--- config.mk ---
export PLATFORM = sky130hd
export DESIGN_NAME = mem_stage_lsu
export DESIGN_NICKNAME = d
export VERILOG_FILES = /design/src/rtl/mem_stage_lsu.sv
export SDC_FILE = /design/constraint.sdc
export NUM_CORES = 1
export LEC_CHECK = 0
export BUFFER_PORTS_ARGS = -buffer_cell sky130_fd_sc_hd__buf_2
export CELL_PAD_IN_SITES_DETAIL_PLACEMENT = 0
export CELL_PAD_IN_SITES_GLOBAL_PLACEMENT = 2
export CORE_MARGIN = 5
export CORE_UTILIZATION = 26
export DETAILED_ROUTE_END_ITERATION = 8
export PLACE_DENSITY_LB_ADDON = 0.1
export REMOVE_ABC_BUFFERS = 1
export SETUP_SLACK_MARGIN = 0.4
export SYNTH_ARGS = -nofsm -noshare
export SYNTH_HDL_FRONTEND = slang
export SYNTH_SLANG_ARGS = --single-unit
--- constraint.sdc ---
create_clock -name clock -period 2.14 [get_ports clock]
set_input_delay 0.428 -clock clock [delete_from_list [all_inputs] [get_ports clock]]
set_output_delay 0.428 -clock clock [all_outputs]
set_load 0.01 [all_outputs]
--- src/rtl/mem_stage_lsu.sv ---
// rtl/mem_stage_lsu.sv - MEM stage: branch/jump redirect, bus load/store with wait timeout, MEM/WB register
module mem_stage_lsu #(
    parameter int WAIT_LIMIT = 16
) (
    input  logic        clock,
    input  logic        reset,
    input  logic [1:0]  EX_MEM_LS_bit,
    input  logic [1:0]  EX_MEM_Branch,
    input  logic        EX_MEM_MemtoReg,
    input  logic        EX_MEM_MemWrite,
    input  logic        EX_MEM_RegWrite,
    input  logic        EX_MEM_Jump,
    input  logic        EX_MEM_Ext_op,
    input  logic        EX_MEM_PctoReg,
    input  logic [31:0] EX_MEM_branch_add_out,
    input  logic        EX_MEM_zero,
    input  logic [31:0] EX_MEM_pc_add_out,
    input  logic [25:0] EX_MEM_instr26,
    input  logic [31:0] EX_MEM_alu_out,
    input  logic [31:0] EX_MEM_regfile_out2,
    input  logic [4:0]  EX_MEM_mux1_out,
    output logic        dbus_req,
    output logic        dbus_we,
    output logic [31:0] dbus_addr,
    output logic [3:0]  dbus_be,
    output logic [31:0] dbus_wdata,
    input  logic [31:0] dbus_rdata,
    input  logic        dbus_ack,
    output logic        stall,
    output logic        pc_redirect,
    output logic [31:0] pc_target,
    output logic        MEM_WB_RegWrite,
    output logic [31:0] MEM_WB_wdata,
    output logic [4:0]  MEM_WB_dst,
    output logic        misalign,
    output logic        bus_err
);
    localparam int CW = (WAIT_LIMIT < 2) ? 1 : $clog2(WAIT_LIMIT);

    typedef enum logic {IDLE, BUSY} state_t;

    state_t      state_q, state_d;
    logic [CW-1:0] cnt_q, cnt_d;
    logic [31:0] addr_q, addr_d, wdata_q, wdata_d, alt_q, alt_d;
    logic [3:0]  be_q, be_d;
    logic [1:0]  ls_q, ls_d;
    logic        we_q, we_d, ext_q, ext_d, rw_q, rw_d, sel_load_q, sel_load_d;
    logic [4:0]  dst_q, dst_d;
    logic        wb_rw_q, wb_rw_d, mis_q, mis_d, berr_q, berr_d;
    logic [31:0] wb_data_q, wb_data_d;
    logic [4:0]  wb_dst_q, wb_dst_d;

    logic        access, is_half, is_byte, is_word, mis, timeout;
    logic [3:0]  be_c;
    logic [31:0] wdata_c, nonload_wb, lane_shift, load_data;
    logic [15:0] half_v;

    assign access  = EX_MEM_MemtoReg | EX_MEM_MemWrite;
    assign is_half = (EX_MEM_LS_bit == 2'b01);
    assign is_byte = (EX_MEM_LS_bit == 2'b10);
    assign is_word = !is_half && !is_byte;
    assign mis     = (is_half & EX_MEM_alu_out[0]) | (is_word & (EX_MEM_alu_out[1:0] != 2'b00));

    always_comb begin
        be_c    = 4'b1111;
        wdata_c = EX_MEM_regfile_out2;
        if (is_byte) begin
            be_c    = 4'b0001 << EX_MEM_alu_out[1:0];
            wdata_c = {4{EX_MEM_regfile_out2[7:0]}};
        end else if (is_half) begin
            be_c    = EX_MEM_alu_out[1] ? 4'b1100 : 4'b0011;
            wdata_c = {2{EX_MEM_regfile_out2[15:0]}};
        end
    end

    assign nonload_wb = EX_MEM_PctoReg ? EX_MEM_pc_add_out : EX_MEM_alu_out;

    // Lane extraction uses the address latched at request time, not the live EX/MEM value.
    assign lane_shift = dbus_rdata >> {addr_q[1:0], 3'b000};
    assign half_v     = addr_q[1] ? dbus_rdata[31:16] : dbus_rdata[15:0];

    always_comb begin
        load_data = dbus_rdata;
        if (ls_q == 2'b10)
            load_data = {{24{ext_q & lane_shift[7]}}, lane_shift[7:0]};
        else if (ls_q == 2'b01)
            load_data = {{16{ext_q & half_v[15]}}, half_v};
    end

    assign timeout = (state_q == BUSY) && !dbus_ack && (cnt_q == CW'(WAIT_LIMIT - 1));

    always_comb begin
        state_d    = state_q;
        cnt_d      = cnt_q;
        addr_d     = addr_q;
        wdata_d    = wdata_q;
        alt_d      = alt_q;
        be_d       = be_q;
        ls_d       = ls_q;
        we_d       = we_q;
        ext_d      = ext_q;
        rw_d       = rw_q;
        sel_load_d = sel_load_q;
        dst_d      = dst_q;
        wb_rw_d    = 1'b0;
        wb_data_d  = wb_data_q;
        wb_dst_d   = wb_dst_q;
        mis_d      = 1'b0;
        berr_d     = 1'b0;
        case (state_q)
            IDLE: begin
                if (access) begin
                    if (mis) begin
                        mis_d = 1'b1;
                    end else begin
                        addr_d     = EX_MEM_alu_out;
                        wdata_d    = wdata_c;
                        be_d       = be_c;
                        ls_d       = EX_MEM_LS_bit;
                        we_d       = EX_MEM_MemWrite;
                        ext_d      = EX_MEM_Ext_op;
                        rw_d       = EX_MEM_RegWrite;
                        sel_load_d = EX_MEM_MemtoReg & !EX_MEM_PctoReg;
                        alt_d      = nonload_wb;
                        dst_d      = EX_MEM_mux1_out;
                        cnt_d      = '0;
                        state_d    = BUSY;
                    end
                end else begin
                    wb_rw_d   = EX_MEM_RegWrite;
                    wb_data_d = nonload_wb;
                    wb_dst_d  = EX_MEM_mux1_out;
                end
            end
            BUSY: begin
                if (dbus_ack) begin
                    wb_rw_d   = rw_q;
                    wb_data_d = sel_load_q ? load_data : alt_q;
                    wb_dst_d  = dst_q;
                    state_d   = IDLE;
                end else if (timeout) begin
                    berr_d  = 1'b1;
                    state_d = IDLE;
                end else begin
                    cnt_d = cnt_q + 1'b1;
                end
            end
            default: state_d = IDLE;
        endcase
    end

    always_ff @(posedge clock) begin
        if (reset) begin
            state_q    <= IDLE;
            cnt_q      <= '0;
            addr_q     <= '0;
            wdata_q    <= '0;
            alt_q      <= '0;
            be_q       <= '0;
            ls_q       <= '0;
            we_q       <= 1'b0;
            ext_q      <= 1'b0;
            rw_q       <= 1'b0;
            sel_load_q <= 1'b0;
            dst_q      <= '0;
            wb_rw_q    <= 1'b0;
            wb_data_q  <= '0;
            wb_dst_q   <= '0;
            mis_q      <= 1'b0;
            berr_q     <= 1'b0;
        end else begin
            state_q    <= state_d;
            cnt_q      <= cnt_d;
            addr_q     <= addr_d;
            wdata_q    <= wdata_d;
            alt_q      <= alt_d;
            be_q       <= be_d;
            ls_q       <= ls_d;
            we_q       <= we_d;
            ext_q      <= ext_d;
            rw_q       <= rw_d;
            sel_load_q <= sel_load_d;
            dst_q      <= dst_d;
            wb_rw_q    <= wb_rw_d;
            wb_data_q  <= wb_data_d;
            wb_dst_q   <= wb_dst_d;
            mis_q      <= mis_d;
            berr_q     <= berr_d;
        end
    end

    assign dbus_req   = (state_q == BUSY);
    assign dbus_we    = we_q;
    assign dbus_addr  = {addr_q[31:2], 2'b00};
    assign dbus_be    = be_q;
    assign dbus_wdata = wdata_q;
    assign stall      = (state_q == IDLE) ? (access & !mis) : (!dbus_ack & !timeout);

    // Redirect is purely combinational so a held jump keeps steering fetch while stalled.
    always_comb begin
        pc_redirect = 1'b0;
        pc_target   = '0;
        if (EX_MEM_Jump) begin
            pc_redirect = 1'b1;
            pc_target   = {EX_MEM_pc_add_out[31:28], EX_MEM_instr26, 2'b00};
        end else if ((EX_MEM_Branch == 2'b01 && EX_MEM_zero) || (EX_MEM_Branch == 2'b10 && !EX_MEM_zero)) begin
            pc_redirect = 1'b1;
            pc_target   = EX_MEM_branch_add_out;
        end
    end

    assign MEM_WB_RegWrite = wb_rw_q;
    assign MEM_WB_wdata    = wb_data_q;
    assign MEM_WB_dst      = wb_dst_q;
    assign misalign        = mis_q;
    assign bus_err         = berr_q;
endmodule

==> results of run 1 <==
layer usage:
| layer | vias to the layer above | part of all wire [%] | global-route usage, % |
|---|---|---|---|
| met3 | 28 | 6.5 | 5.53 |
| met5 | - | 0.10 | 0 |
| met4 | 6 | 1.4 | 4.46 |
| li1 | 4199 | - | - |
| met1 | 3951 | 47 | 25.6 |
| met2 | 209 | 45 | 29.4 |
cells by family after synthesis:
group	synth area share, %
AND/OR/NAND/NOR	19.6
AO/OA/AOI/OAI	25.6
flip-flops	38.5
buffers and inverters	8.59
multiplexers	6.97
adder cells (fa/ha/maj)	0.463
XOR/XNOR	0.216
other	0.0462
repair_timing:
action                                  CTS  global route
pin swaps                                13             9
gates cloned                              4             6
setup buffers                            18             9
endpoints found under the setup margin   90           113
resized for setup                        44            31
per-stage QoR:
step / setup WS, ns / instances / hold WS (ns) / cell area (um^2)
2_1_floorplan: -2.75 / 885 / 0.430 / 7450
3_3_place_gp: -0.447 / 1666 / 0.440 / 10100
3_5_place_dp: -0.485 / 1666 / 0.444 / 10100
4_1_cts: 0.269 / 1720 / 0.217 / 11100
5_1_grt: 0.178 / 1738 / 0.229 / 11400
6_report: 0.245 / 1739 / 0.241 / 11400
state kept, by name, summed over array words and instances (netlist names), 2 cells and up:
| signal | cells |
|---|---|
| dst_q | 5 |
| MEM_WB_wdata | 32 |
| MEM_WB_dst | 5 |
| cnt_q | 4 |
| dbus_wdata | 32 |
| alt_q | 32 |
| dbus_be | 4 |
| ls_q | 2 |
| addr_q | 32 |
area by class of cell:
| type | instances | area (um^2) |
|---|---|---|
| clock inverters | 11 | 110 |
| clock buffers | 21 | 470 |
| flip-flops and latches | 156 | 3140 |
| multi-input cells | 725 | 4510 |
| well taps | 396 | 495 |
| repair inverters | 1 | 7.51 |
| fillers | 3326 | 19300 |
| diodes | 4 | 10.0 |
| inverters | 6 | 26.3 |
| repair buffers | 419 | 2620 |
worst min path at each step:
stage / end / slack (ns) / depth (start not counted)
2_1_floorplan: dst_q[0]$_SDFFE_PP0P_ / 0.43 / 2
3_3_place_gp: dbus_be[2]$_SDFFE_PP0P_ / 0.44 / 2
3_5_place_dp: addr_q[6]$_SDFFE_PP0P_ / 0.44 / 2
4_1_cts: addr_q[16]$_SDFFE_PP0P_ / 0.22 / 3
5_1_grt: addr_q[16]$_SDFFE_PP0P_ / 0.23 / 3
6_report: rw_q$_SDFFE_PP0P_ / 0.24 / 3
critical path, delay by kind of cell:
kind / cells / cell delay, ns
buf+inv: 4 / 0.52
simple gates: 2 / 0.31
compound gates: 2 / 0.19
power by group through the flow:
stage	Combinational (mW)	Sequential [mW]	Clock (mW)
detailed placement	2.11	3.43	0
finish	2.37	3.36	3.05
CTS	2.25	3.36	3.16
global route	2.61	3.40	3.27
global placement	2.10	3.43	0
floorplan	0.970	3.53	0
cells in the final DEF, fill, tap and decap left out, types with 4 or more instances in the layout:
cell and count:
a211oi_1 37, o32ai_1 7, a32oi_1 8, buf_12 10, o21ai_0 53, buf_2 338, o211ai_1 4, diode_2 4
dfxtp_1 148, nor2_1 121, dfxtp_2 5, a22o_1 31, a311oi_1 16, nand3b_1 8, buf_4 46, a31o_2 8
a2111oi_2 13, nor3b_1 25, a21oi_1 100, a22oi_1 7, nand3_1 13, clkbuf_16 22, clkinvlp_4 5, buf_6 17
nand2_1 154, nor3_1 7, mux2i_1 52
==> results.md, run 1 <==
| Stage | Quantity | This run |
| --- | --- | --- |
| power | Leakage | 4.95 nW |
| power | Switching Share | 32.3% |
| layout | Layout cell share with drive strength beyond 1 | 38.6% |
| clock network | Num CTS Buffers | 17 |
| detailed routing | Length of the first detailed-routing pass in iterations | 5 |
| die | Rows | 64 |
| clock network | Clock network latency to the later pin of the worst-skew pair | 0.43 ns |
| sta | Count of final setup violators | 0 |
| yosys | Post-synthesis sequential element count | 156 |
| yosys | Most frequent cells after synthesis | dfxtp_1 (156), nand2_1 (156), nor2_1 (123) |
| yosys | Synth area leaders | dfxtp_1 (38%), nand2_1 (7.2%), mux2i_1 (6.4%) |
| detailed routing | Total length of routed wires | 35200 um |
| worst setup path | Critical Setup Path Class | input port to output port |
| worst setup path | Crit-path max cell delay | 0.19 ns |
| yosys | Synthesized cell area | 8120 um^2 |
| grt | Total global-route track usage | 18.8% |
| die | Core Box Area | 30700 um^2 |
| worst setup path | CP max-delay cell | nor3b_4 |
| grt | Remaining global-route overflow | 0 |
| yosys | Post-synth top area cell | dfxtp_1 |
| yosys | Number of enable flip-flop cells after synthesis | 0 |
| clock network | Clock buffer depth | 2 |
| die | Die height | 187 um |
| yosys | Part of the Yosys area used for sequential elements | 38.5% |
| worst setup path | Critical path destination | pc_target[16] |
| die | Die X-Extent | 187 um |
| placement | Final HPWL from detailed placement | 23900 um |
| power | Switching power | 2.84 mW |
| sta | Skew final | 0.00894 ns |
| power | Worst ir drop on vdd | 533 uV |
| power | Clk network pwr share | 34.7% |
| detailed routing | Average wire length per cell after detail routing | 20.2 um |
| grt | Number of global-route vias before repair | 8489 |
| placement | PortBufs | 346 |
| layout | Final design utilization | 37.1% |
| sta | Transition time at the pin with the least slew margin | 0.542 ns |
| sta | Max-slew violation total from the final report | 0 |
| sta | Final-layout setup total negative slack | 0 ns |
| detailed routing | Vias per cell | 4.83 |
| yosys | Synthesis warning total | 0 |
| worst setup path | Register-to-Register Path Depth | 7 |
| clock network | Root buffer cell | clkbuf_16 |
| worst setup path | Arrival time at the worst endpoint | 1.47 ns |
| worst setup path | Worst EP required | 1.71 ns |
| grt | Initial antenna violation count | 6 |
| yosys | Ys flop type | dfxtp_1 |
| worst setup path | Start of the worst register-to-register path | dbus_req$_SDFF_PP0_ |
| worst setup path | Worst setup startpoint | EX_MEM_zero |
| worst setup path | Crit-path cells | buf_8 -> nor3b_4 -> a21oi_2 -> buf_4 -> nor2_4 -> buf_12 -> a22o_1 -> buf_2 |
| detailed routing | Iter 0 DRT Violations | 403 |
| die | Die footprint | 34900 um^2 |
| yosys | Async set-reset flop share out of synthesis | 0% |
| layout | Signed area change from the synthesized netlist to the final layout | 40.4% |
| sta | Maximum clock frequency | 528 MHz |
| worst setup path | Critical register-to-register path endpoint | alt_q[4]$_SDFFE_PP0P_ |
| clock network | TritonCTS clock tree | yes |
| yosys | Yosys top cell area share | 38.5% |
| grt | Wire length of the first global-routing pass | 52000 um |
| power | Share of power burned in registers | 38.3% |
| run status | Status | finished, final reports clean |
| hold path | Origin of the worst min-delay path | EX_MEM_RegWrite |
| sta | Final hold violation count | 0 |
| grt | Pin count of the biggest net entering global routing | 67 |
| yosys | Mean cell area of the mapped netlist | 8.07 um^2 |
| die | Starting utilization of the core area | 26.5% |
| power | Power Dens Cells | 771 nW/um^2 |
| run | Number of maximum-capacitance constraint violations | 0 |
| layout | Nets | 1534 |
| yosys | Post-Synthesis Cells | 1006 |
| clock network | Number of sinks handled by clock tree synthesis | 156 |
| sta | Headroom to the max-slew limit | 63.6% |
| clock network | H-tree Lvls | 4 |
| placement | Routability congestion estimate from global placement | 0.819 |
| power | Portion of total power attributed to combinational logic | 27.0% |
| worst setup path | Setup slack on the worst flop-to-flop path | 0.43 ns |
| sta | Setup repair after global routing missed its margin | true |
| clock network | Cts hold-fix bufs | 0 |
| worst setup path | Type of origin of the critical path | input port |
| clock network | Post-CTS clock slew at the launch and capture registers of the worst setup and hold paths | 0.07 ns |
| power | Internal power consumption | 5.94 mW |
| die | I/O pin count | 349 |
| hold path | Worst min-delay path class | input port to flop |
| worst setup path | Critical Path Sink Type | output port |
| detailed routing | Remaining antenna violation count | 0 |
| detailed routing | Vias | 8393 |
| sta | Final period utilization | 88.6% |
| detailed routing | DRC violation count after routing | 0 |
| power | Total power consumption of the routed design | 8.78 mW |
| sta | Crit path time final | 1.90 ns |
| yosys | Post-synthesis cell type count | 52 |
| worst setup path | Peak fanout along the critical path | 11 |
No activity file was read; power rests on OpenSTA's default activity.
==> run 2, diff against run 1 <==
==> constraint.sdc (replaced) <==
create_clock -name clock -period 2.14 [get_ports clock]
set_input_delay 0.428 -clock clock [delete_from_list [all_inputs] [get_ports clock]]
set_output_delay 0.428 -clock clock [all_outputs]
set_load 0.005 [all_outputs]
==> run 2 against run 1 <==
First-iteration DRC count is 24% lower; sequential share of layout area is 0.20 points lower; flip-flop and latch count stayed put; routed wire length is 0.72% higher; critical path depth stayed put; power is 0.12% lower; critical path type unchanged; largest power group unchanged; highest routed layer unchanged.
==> results.md, run 2 (synthesis gave the netlist of run 1 again) <==
| Stage | Quantity | This run | Delta |
| --- | --- | --- | --- |
| run status | Status | finished, final reports clean |  |
| die | Die height | 187 um | unchanged |
| die | Starting utilization of the core area | 26.5% | unchanged |
| placement | PortBufs | 346 | unchanged |
| worst setup path | Total stage count of the critical path | 8 | unchanged |
| layout | Highest-count cells in the layout ignoring fill and taps | buf_2 (341), nand2_1 (154), dfxtp_1 (148) |  |
| layout | Final design utilization | 37.4% | +0.28 points |
| layout | Number of fill cells in the layout | 3274 | -1.6% |
| sta | Headroom to the max-slew limit | 61.6% | -2.0 points |
| worst setup path | Crit-path max cell delay | 0.19 ns | about the same |
| layout | Layout cell share with drive strength beyond 1 | 39.0% | +0.34 points |
| hold path | WHS Path Cells | 3 | unchanged |
| grt | Number of global-route vias before repair | 8239 | -2.9% |
| worst setup path | Worst setup startpoint | EX_MEM_zero |  |
| clock network | Post-CTS clock slew at the launch and capture registers of the worst setup and hold paths | 0.07 ns | about the same |
| detailed routing | Vias | 8451 | +0.69% |
| layout | Layout Cells excl Fill | 1742 | +0.17% |
| sta | Skew final | 0.0104 ns | +0.00146 ns |
| die | Die footprint | 34900 um^2 | unchanged |
| grt | Pin count of the biggest net entering global routing | 66 | -1.5% |
| sta | Count of final setup violators | 0 | unchanged |
| die | I/O pin count | 349 | unchanged |
| clock network | Clock buffer depth | 2 | unchanged |
| die | Core Box Area | 30700 um^2 | unchanged |
| sta | Final critical-path setup slack | 0.223 ns | -0.0213 ns |
| worst setup path | Critical path destination | pc_target[12] |  |
| detailed routing | Average wire length per cell after detail routing | 20.3 um | +0.55% |
| grt | Total global-route track usage | 18.6% | -0.13 points |
| die | Rows | 64 | unchanged |
| sta | Max-slew violation total from the final report | 0 | unchanged |
| clock network | TritonCTS clock tree | yes |  |
| worst setup path | Critical Path Sink Type | output port |  |
| layout | Signed area change from the synthesized netlist to the final layout | 41.4% |  |
| detailed routing | Total length of routed wires | 35400 um | +0.72% |
| clock network | Num CTS Buffers | 17 | unchanged |
| worst setup path | Critical register-to-register path endpoint | dbus_wdata[12]$_SDFFE_PP0P_ |  |
| power | Leakage | 4.99 nW | +0.64% |
| clock network | Clock network latency to the later pin of the worst-skew pair | 0.43 ns | about the same |
| worst setup path | Critical Setup Path Class | input port to output port |  |
| detailed routing | Iter 0 DRT Violations | 307 | -24% |
| power | Total power consumption of the routed design | 8.77 mW | -0.12% |
| run | Number of maximum-capacitance constraint violations | 0 | unchanged |
| worst setup path | Setup slack on the worst flop-to-flop path | 0.40 ns | -0.03 ns |
| layout | Most common cell after layout, fill and taps aside | buf_2 |  |
| sta | Crit path time final | 1.92 ns | +0.0212 ns |
| hold path | Origin of the worst min-delay path | EX_MEM_alu_out[10] |  |
| worst setup path | Arrival time at the worst endpoint | 1.49 ns | +0.02 ns |
| die | Die X-Extent | 187 um | unchanged |
| worst setup path | CP max-delay cell | nor3b_2 |  |
| placement | Final HPWL from detailed placement | 24100 um | +0.63% |
| worst setup path | Register-to-Register Path Depth | 7 | unchanged |
| clock network | Cts hold-fix bufs | 0 | unchanged |
| worst setup path | Start of the worst register-to-register path | dbus_req$_SDFF_PP0_ |  |
| sta | Setup repair after global routing missed its margin | true |  |
| worst setup path | Crit-path cells | buf_6 -> nor3b_2 -> a21oi_2 -> buf_4 -> nor2_4 -> clkbuf_16 -> a22o_1 -> buf_2 |  |
| detailed routing | Remaining antenna violation count | 0 | unchanged |
| worst setup path | Worst EP required | 1.71 ns | about the same |
| sta | Final hold violation count | 0 | unchanged |
| clock network | Number of sinks handled by clock tree synthesis | 156 | unchanged |
| grt | Remaining global-route overflow | 0 | unchanged |
| placement | Minimum setup slack after placement | -0.418 ns | +0.0665 ns |
| layout | Area occupied by registers | 3140 um^2 | unchanged |
| grt | Initial antenna violation count | 7 | +1 |
| grt | Wire length of the first global-routing pass | 51700 um | -0.54% |
| detailed routing | Length of the first detailed-routing pass in iterations | 4 | -1 |
| sta | Final period utilization | 89.6% | +0.99 points |
| worst setup path | Type of origin of the critical path | input port |  |
| layout | Area of the multi-input gates | 4540 um^2 | +0.64% |
| sta | Maximum clock frequency | 522 MHz | -1.1% |
| power | Worst ir drop on vdd | 538 uV | +0.94% |
| layout | Nets | 1535 | +0.065% |
| detailed routing | Vias per cell | 4.85 | +0.52% |
| worst setup path | Peak fanout along the critical path | 8 | -3 |
| detailed routing | DRC violation count after routing | 0 | unchanged |
| placement | Number of placed cells counting well taps | 1666 | unchanged |
| hold path | Worst min-delay path class | input port to flop |  |
| worst setup path | Total buffers and inverters traversed by the critical path | 4 | unchanged |
| clock network | Root buffer cell | clkbuf_16 |  |
| clock network | H-tree Lvls | 4 | unchanged |
| sta | Transition time at the pin with the least slew margin | 0.572 ns | +0.0299 ns |
| sta | Final Hold Slack | 0.246 ns | +0.00581 ns |
| placement | Routability congestion estimate from global placement | 0.821 | +0.27% |
| power | Power Dens Cells | 764 nW/um^2 | -0.86% |
| worst setup path | Cell family with most CP delay | buffers and inverters |  |
==> run 2: cell count changes in the layout (fill, tap and decap cells not counted), moves of 3 or more <==
cell,previous run,this run
buf_2,338,341
buf_6,17,12
inv_8,0,3
o21ai_0,53,48
o21ai_1,1,6
==> run 2: timing repair <==
action | CTS | global route
cloned | 3 | 6
setup buffers | 17 | 12
pin swaps | 8 | 22
resized for setup | 40 | 36
setup endpoints to repair | 105 | 100
==> run 2: worst min-delay path, delay by kind of cell <==
kind            cells  cell delay, ns
buf+inv             1            0.10
simple gates        1            0.05
compound gates      1            0.05
==> run 2: final cells by class <==
cell class / instances / area share [%]
Sequential cell: 156 / 27.4
Timing Repair inverter: 1 / 0.0654
Timing Repair Buffer: 420 / 23.2
Inverter: 6 / 0.229
Clock inverter: 14 / 1.34
Tap cell: 396 / 4.32
Antenna cell: 6 / 0.131
Clock buffer: 18 / 3.83
Multi-Input combinational cell: 725 / 39.5
==> run 2: how the worst min path moves through the flow <==
stage,slack [ns],end
final,0.25,addr_q[10]$_SDFFE_PP0P_
after detailed placement,0.44,dbus_be[2]$_SDFFE_PP0P_
after floorplan,0.43,dst_q[0]$_SDFFE_PP0P_
after global routing,0.24,addr_q[11]$_SDFFE_PP0P_
after global placement,0.44,dbus_be[2]$_SDFFE_PP0P_
after CTS,0.22,addr_q[10]$_SDFFE_PP0P_
==> run 2: through the flow <==
step	cell area, um^2	setup TNS [ns]
after floorplan	7450	-335.05
after global placement	10100	-13.48
after detailed placement	10100	-12.69
after CTS	11100	0
after global routing	11500	0
final	11500	0
==> run 2: power breakdown <==
| group | internal [mW] | total (mW) | switching, mW | leakage, nW |
|---|---|---|---|---|
| registers | 3.20 | 3.36 | 0.159 | 1.29 |
| logic | 1.03 | 2.28 | 1.25 | 3.41 |
| clock network | 1.69 | 3.13 | 1.44 | 0.291 |
| total | 5.92 | 8.77 | 2.85 | 4.99 |
==> run 2: layer usage <==
metal	share of wire [%]	track usage [%]	vias to the layer above
li1	-	-	4209
met1	47	25.7	3987
met2	46	28.8	227
met3	6.6	5.96	22
met4	1.1	3.67	6
met5	0.076	0	-
